## config.mk

```make
export PLATFORM = sky130hd
export DESIGN_NAME = multicycle_ctl
export DESIGN_NICKNAME = d
export VERILOG_FILES = /design/src/rtl/mc_pkg.sv /design/src/rtl/mc_out_decode.sv /design/src/rtl/multicycle_ctl.sv
export SDC_FILE = /design/constraint.sdc
export NUM_CORES = 1
export LEC_CHECK = 0
export ABC_AREA = 1
export CAP_MARGIN = 20
export CELL_PAD_IN_SITES_DETAIL_PLACEMENT = 0
export CELL_PAD_IN_SITES_GLOBAL_PLACEMENT = 1
export CORE_AREA = 4 4 43 45
export DETAILED_ROUTE_END_ITERATION = 10
export DIE_AREA = 0 0 47 49
export DONT_BUFFER_PORTS = 1
export GPL_TIMING_DRIVEN = 0
export HOLD_SLACK_MARGIN = 0.1
export PLACE_DENSITY = 0.77
export SKIP_LAST_GASP = 1
export SYNTH_ARGS = -nofsm -noshare
export SYNTH_HDL_FRONTEND = slang
export SYNTH_SLANG_ARGS = --single-unit
```

## constraint.sdc

```tcl
create_clock -name clk -period 2.6 [get_ports clk]
set_clock_uncertainty 0.2 [all_clocks]
set_input_delay 0.39 -clock clk [delete_from_list [all_inputs] [get_ports clk]]
set_output_delay 0.39 -clock clk [all_outputs]
set_load 0.02 [all_outputs]
```

## src/rtl/mc_pkg.sv

```systemverilog
// mc_pkg: shared definitions for the multicycle MIPS main control FSM.
//   - 4-bit state encoding (also exported on the debug state port)
//   - opcode constants for the supported instruction classes
//   - alu_op, alu_src_b and pc_src encodings as seen by the datapath
//   - ctl_t: the full control word produced by mc_out_decode
package mc_pkg;

    typedef enum logic [3:0] {
        S_FETCH   = 4'd0,
        S_DECODE  = 4'd1,
        S_MEMADR  = 4'd2,
        S_MEMRD   = 4'd3,
        S_MEMWB   = 4'd4,
        S_MEMWR   = 4'd5,
        S_RTYPEEX = 4'd6,
        S_RTYPEWB = 4'd7,
        S_BEQEX   = 4'd8,
        S_JEX     = 4'd9,
        S_ADDIEX  = 4'd10,
        S_ADDIWB  = 4'd11
    } state_t;

    localparam logic [5:0] OP_RTYPE = 6'h00;
    localparam logic [5:0] OP_LW    = 6'h23;
    localparam logic [5:0] OP_SW    = 6'h2B;
    localparam logic [5:0] OP_BEQ   = 6'h04;
    localparam logic [5:0] OP_J     = 6'h02;
    localparam logic [5:0] OP_ADDI  = 6'h08;
    localparam logic [5:0] OP_BNE   = 6'h05;

    // Must match the encodings expected by the ALU control decoder.
    localparam logic [1:0] ALU_ADD   = 2'b00;
    localparam logic [1:0] ALU_SUB   = 2'b01;
    localparam logic [1:0] ALU_FUNCT = 2'b10;

    localparam logic [1:0] SRCB_REGB    = 2'b00;
    localparam logic [1:0] SRCB_FOUR    = 2'b01;
    localparam logic [1:0] SRCB_IMM     = 2'b10;
    localparam logic [1:0] SRCB_IMM_SH2 = 2'b11;

    localparam logic [1:0] PC_ALU    = 2'b00;
    localparam logic [1:0] PC_ALUOUT = 2'b01;
    localparam logic [1:0] PC_JUMP   = 2'b10;

    typedef struct packed {
        logic       pc_en;
        logic       iord;
        logic       ir_write;
        logic       mem_write;
        logic       reg_dst;
        logic       mem_to_reg;
        logic       reg_write;
        logic       alu_src_a;
        logic [1:0] alu_src_b;
        logic [1:0] alu_op;
        logic [1:0] pc_src;
    } ctl_t;

endpackage

```

## src/rtl/mc_out_decode.sv

```systemverilog
// mc_out_decode: combinational map from the FSM state to the datapath
// control word. Moore decode, with pc_en/ir_write qualified by mem_ready
// (fetch) or zero XOR branch_ne (branch execute).
//   state     : current FSM state
//   zero      : ALU zero flag
//   mem_ready : memory finishes the current access this cycle
//   branch_ne : registered "branch on not-equal" flag (0 when BNE is disabled)
//   ctl       : control word; any field not set for a state is 0
module mc_out_decode
    import mc_pkg::*;
(
    input  state_t     state,
    input  logic       zero,
    input  logic       mem_ready,
    input  logic       branch_ne,
    output ctl_t       ctl
);

    always_comb begin
        ctl = '0;
        case (state)
            S_FETCH: begin
                ctl.iord      = 1'b0;
                ctl.alu_src_a = 1'b0;
                ctl.alu_src_b = SRCB_FOUR;
                ctl.alu_op    = ALU_ADD;
                ctl.pc_src    = PC_ALU;
                // PC+4 and IR load commit only when the fetch completes.
                ctl.ir_write  = mem_ready;
                ctl.pc_en     = mem_ready;
            end
            S_DECODE: begin
                // Speculative branch target PC + (imm<<2) into ALUOut.
                ctl.alu_src_a = 1'b0;
                ctl.alu_src_b = SRCB_IMM_SH2;
                ctl.alu_op    = ALU_ADD;
            end
            S_MEMADR, S_ADDIEX: begin
                ctl.alu_src_a = 1'b1;
                ctl.alu_src_b = SRCB_IMM;
                ctl.alu_op    = ALU_ADD;
            end
            S_MEMRD: begin
                ctl.iord = 1'b1;
            end
            S_MEMWB: begin
                ctl.reg_dst    = 1'b0;
                ctl.mem_to_reg = 1'b1;
                ctl.reg_write  = 1'b1;
            end
            S_MEMWR: begin
                ctl.iord      = 1'b1;
                ctl.mem_write = 1'b1;
            end
            S_RTYPEEX: begin
                ctl.alu_src_a = 1'b1;
                ctl.alu_src_b = SRCB_REGB;
                ctl.alu_op    = ALU_FUNCT;
            end
            S_RTYPEWB: begin
                ctl.reg_dst   = 1'b1;
                ctl.reg_write = 1'b1;
            end
            S_BEQEX: begin
                ctl.alu_src_a = 1'b1;
                ctl.alu_src_b = SRCB_REGB;
                ctl.alu_op    = ALU_SUB;
                ctl.pc_src    = PC_ALUOUT;
                // BEQ takes on zero, BNE on not-zero.
                ctl.pc_en     = zero ^ branch_ne;
            end
            S_JEX: begin
                ctl.pc_src = PC_JUMP;
                ctl.pc_en  = 1'b1;
            end
            S_ADDIWB: begin
                ctl.reg_dst   = 1'b0;
                ctl.reg_write = 1'b1;
            end
            default: ctl = '0;
        endcase
    end

endmodule

```

## src/rtl/multicycle_ctl.sv

```systemverilog
// multicycle_ctl: main control FSM of the multicycle MIPS datapath.
// Holds the state register and next-state logic; output decode lives in
// mc_out_decode. Optional macro MC_BNE_EN adds BNE (opcode 6'h05) via the
// branch execute state; without it 6'h05 is treated as illegal.
// Ports:
//   clk, reset          : clock, synchronous active-high reset
//   opcode              : instr[31:26], sampled in DECODE and MEMADR only
//   zero                : ALU zero flag
//   mem_ready           : memory completes the current access this cycle
//   pc_en, iord, ir_write, mem_write, reg_dst, mem_to_reg, reg_write,
//   alu_src_a, alu_src_b, alu_op, pc_src : datapath controls
//   illegal_op          : one-cycle pulse in DECODE on an unknown opcode
//   state               : current state code (debug)
module multicycle_ctl
    import mc_pkg::*;
(
    input  logic       clk,
    input  logic       reset,
    input  logic [5:0] opcode,
    input  logic       zero,
    input  logic       mem_ready,
    output logic       pc_en,
    output logic       iord,
    output logic       ir_write,
    output logic       mem_write,
    output logic       reg_dst,
    output logic       mem_to_reg,
    output logic       reg_write,
    output logic       alu_src_a,
    output logic [1:0] alu_src_b,
    output logic [1:0] alu_op,
    output logic [1:0] pc_src,
    output logic       illegal_op,
    output logic [3:0] state
);

    state_t state_q;
    state_t state_d;
    logic   illegal;
    logic   branch_ne_q;
    ctl_t   ctl;

    always_ff @(posedge clk) begin
        if (reset) state_q <= S_FETCH;
        else       state_q <= state_d;
    end

`ifdef MC_BNE_EN
    // Remembers that the instruction in flight is BNE so the shared branch
    // execute state inverts the zero test.
    always_ff @(posedge clk) begin
        if (reset)                    branch_ne_q <= 1'b0;
        else if (state_q == S_DECODE) branch_ne_q <= (opcode == OP_BNE);
        else if (state_q == S_FETCH)  branch_ne_q <= 1'b0;
    end
`else
    assign branch_ne_q = 1'b0;
`endif

    always_comb begin
        state_d = S_FETCH;
        illegal = 1'b0;
        case (state_q)
            S_FETCH:  state_d = mem_ready ? S_DECODE : S_FETCH;
            S_DECODE: begin
                case (opcode)
                    OP_LW, OP_SW: state_d = S_MEMADR;
                    OP_RTYPE:     state_d = S_RTYPEEX;
                    OP_BEQ:       state_d = S_BEQEX;
`ifdef MC_BNE_EN
                    OP_BNE:       state_d = S_BEQEX;
`endif
                    OP_J:         state_d = S_JEX;
                    OP_ADDI:      state_d = S_ADDIEX;
                    default: begin
                        state_d = S_FETCH;
                        illegal = 1'b1;
                    end
                endcase
            end
            S_MEMADR:  state_d = (opcode == OP_LW) ? S_MEMRD : S_MEMWR;
            S_MEMRD:   state_d = mem_ready ? S_MEMWB : S_MEMRD;
            S_MEMWB:   state_d = S_FETCH;
            S_MEMWR:   state_d = mem_ready ? S_FETCH : S_MEMWR;
            S_RTYPEEX: state_d = S_RTYPEWB;
            S_RTYPEWB: state_d = S_FETCH;
            S_BEQEX:   state_d = S_FETCH;
            S_JEX:     state_d = S_FETCH;
            S_ADDIEX:  state_d = S_ADDIWB;
            S_ADDIWB:  state_d = S_FETCH;
            default:   state_d = S_FETCH;
        endcase
    end

    mc_out_decode u_out_decode (
        .state     (state_q),
        .zero      (zero),
        .mem_ready (mem_ready),
        .branch_ne (branch_ne_q),
        .ctl       (ctl)
    );

    // Write-type enables are suppressed during reset so an aborted
    // instruction cannot commit anything on the reset edge.
    assign pc_en      = ctl.pc_en     & ~reset;
    assign ir_write   = ctl.ir_write  & ~reset;
    assign mem_write  = ctl.mem_write & ~reset;
    assign reg_write  = ctl.reg_write & ~reset;
    assign illegal_op = illegal       & ~reset;

    assign iord       = ctl.iord;
    assign reg_dst    = ctl.reg_dst;
    assign mem_to_reg = ctl.mem_to_reg;
    assign alu_src_a  = ctl.alu_src_a;
    assign alu_src_b  = ctl.alu_src_b;
    assign alu_op     = ctl.alu_op;
    assign pc_src     = ctl.pc_src;
    assign state      = state_q;

endmodule

```

==> key figures <==
CTS
  – Clock transition at path regs: 40 ps
  – Worst-skew pair later-pin latency: 240 ps
  – CTS Hold Buffers Added: 0
  – Htree depth: 1
  – CTS sink cnt: 4
  – Cts repair resizes: 0
  – CTS tree: built
  – Post-CTS setup buffer count: 0
  – Root buffer cell: clkbuf_4
  – TritonCTS Buffers: 3
  – Clock tree buffer depth: 2

Setup path
  – Critical Path RT: 2010 ps
  – Critical path arrival: 1820 ps
  – Crit Path Max Fanout: 6
  – CP startpoint kind: register
  – Setup CP Type: register to output port
  – Crit path capture type: output port

Die
  – Initial core utilization: 0.349
  – Die Span Y: 49 um
  – FP Rows: 14
  – CORE AREA: 1470 um^2
  – Die Width: 47 um
  – Die area: 2300 um^2
  – IO Pins: 29

Logic synthesis
  – Post-synthesis mux area share: 0
  – Synthesized cell area: 513 um^2
  – Average size of a mapped cell: 4.75 um^2
  – Post-Synth XOR/XNOR Area: 0
  – Compound-Gate Fraction of Synth Area: 0.0537
  – Syn_nets: 118
  – Netlist cell types: 14
  – Register area share after synthesis: 0.156
  – Synthesis Warnings: 0
  – #FFs+latches synth: 4
  – Post-Syn Instances: 108
  – Main combinational cell family by area after synthesis: simple AND/OR/NAND/NOR gates
  – Simple-gate share of the synthesized area: 0.651
  – Post-Synth Adder-Cell Area: 0

Power
  – Peak VDD IR: 0.250 mV
  – Pint: 0.000124 W
  – Leak pwr: 0.326 nW
  – Register share of total power: 0.368
  – Clock power share: 0.438
  – Logic pwr share: 0.193
  – Net Sw Frac: 0.312
  – Switching power: 0.0000562 W
  – Power per cell area: 323 nW/um^2

GRT
  – Pin count of the biggest net entering global routing: 9
  – Total GRT Usage: 0.134
  – First-pass GRT wire length: 2.29 mm
  – Overflow after GRT: 0
  – Initial antenna violation count: 0
  – Vias in the first global route: 534

Placed design
  – HPWL Detailed: 1.13 mm
  – Gpl congestion: 0.742
  – Placed inst area: 533 um^2
  – IO Port Bufs: 0

Timing
  – Fmax: 0.415 GHz
  – Tcrit/Tclk final: 0.928
  – Slew @ Worst Pin: 642 ps
  – Final setup fails: 0
  – Fin. max-slew vios: 0
  – Setup_tns: 0 ps
  – Post-route minimum period: 2410 ps
  – Final Hold Viols: 0
  – RSZ-0062 raised after global routing: no
  – Max-slew headroom: 0.569

Cells and area
  – Final Cell Area: 558 um^2
  – Inserted Diodes: 0
  – Largest register FFs: 4
  – Share of layout cells above drive strength 1: 0.0901
  – Filler cells: 180
  – Layout area overhead: 8.78%
  – Nets: 123

Drt
  – Routed Antenna Nets: 0
  – Routed WL per cell: 10.5 um
  – Routed WL: 1.34 mm
  – DRT Pass-1 Iters: 4
  – DRC: 0
  – Vias per cell: 4.83
  – Via count: 614
  – First DRT Iteration DRCs: 12

Status
  – Status: finished, final reports clean

Run
  – Maxcap violations: 0

Hold path
  – Min-Delay Path Class: primary input to register
-- power by group through the flow --
stage	Sequential [W]	Clock [W]	Combinational [W]
final	0.0000665	0.0000791	0.0000349
after global routing	0.0000670	0.0000884	0.0000406
after CTS	0.0000665	0.0000809	0.0000350
after detailed placement	0.0000675	0	0.0000348
after global placement	0.0000675	0	0.0000346
after floorplan	0.0000669	0	0.0000299
-- final timing paths --
kind | from | end | slack [ps] | cells after the start
worst min-delay path | opcode[2] | state[1]$_SDFF_PP0_ | 230 | 5
worst max register to register | state[1]$_SDFF_PP0_ | state[0]$_SDFF_PP0_ | 930 | 6
worst min register to register | state[0]$_SDFF_PP0_ | state[3]$_SDFF_PP0_ | 540 | 4
worst max-delay path | state[3]$_SDFF_PP0_ | pc_en | 190 | 4
-- synthesized netlist by cell type --
cell type,count,area share
o21ai_0,1,0.0097
nor2_1,29,0.21
nand3_1,9,0.088
nor2_4,1,0.022
dfxtp_1,4,0.16
nor2_2,4,0.049
nand2_1,35,0.26
buf_1,1,0.0073
nor3_1,1,0.0097
o211ai_1,1,0.015
a21oi_1,3,0.029
nand3b_1,1,0.015
inv_2,1,0.0073
inv_1,17,0.12
-- critical path: stages, from the launching register on --
cell     delay [ps]
dfxtp_1         570
nand2_1         190
nor2_2          320
a21oi_1         110
a21oi_1         390
-- through the flow --
step / util / power [W] / hold WS (ps) / setup slack [ps] / cells
2_1_floorplan: - / 0.0000967 / 453 / 463 / 108
3_3_place_gp: 0.362 / 0.000102 / 477 / 278 / 124
3_5_place_dp: 0.362 / 0.000102 / 473 / 276 / 124
4_1_cts: 0.378 / 0.000182 / 238 / 14.4 / 127
5_1_grt: 0.379 / 0.000196 / 251 / 63.0 / 127
6_report: 0.379 / 0.000180 / 233 / 188 / 127
-- metal layers --
layer,GRT usage,wire length (um),vias to the layer above,share of wire
met1,0.175,580,260,0.43
li1,-,-,332,-
met2,0.181,596,20,0.45
met5,0,0,-,0
met4,0.0415,14,0,0.010
met3,0.0775,143,2,0.11
-- area by class of cell --
type | instances | area [um^2] | share of cell area
inverter | 18 | 67.6 | 0.121
sequential | 4 | 80.1 | 0.143
clock buffer | 3 | 22.5 | 0.0404
tap | 16 | 20.0 | 0.0359
multi-input combinational | 85 | 364 | 0.652
buffer | 1 | 3.75 | 0.00673
-- cell usage in the layout, fill, tap and decap left out, drive strengths merged --
| master | instances |
|---|---|
| a21oi | 3 |
| nand3 | 9 |
| dfxtp | 4 |
| o211ai | 1 |
| nand3b | 1 |
| o21ai | 1 |
| buf | 1 |
| inv | 18 |
| nand2 | 35 |
| clkbuf | 3 |
| nor2 | 34 |
| nor3 | 1 |
-- logic make-up after synthesis --
family,after synthesis
simple gates,80
buf+inv,19
compound gates,5
flops,4
Power figures use the tool's default switching activity.
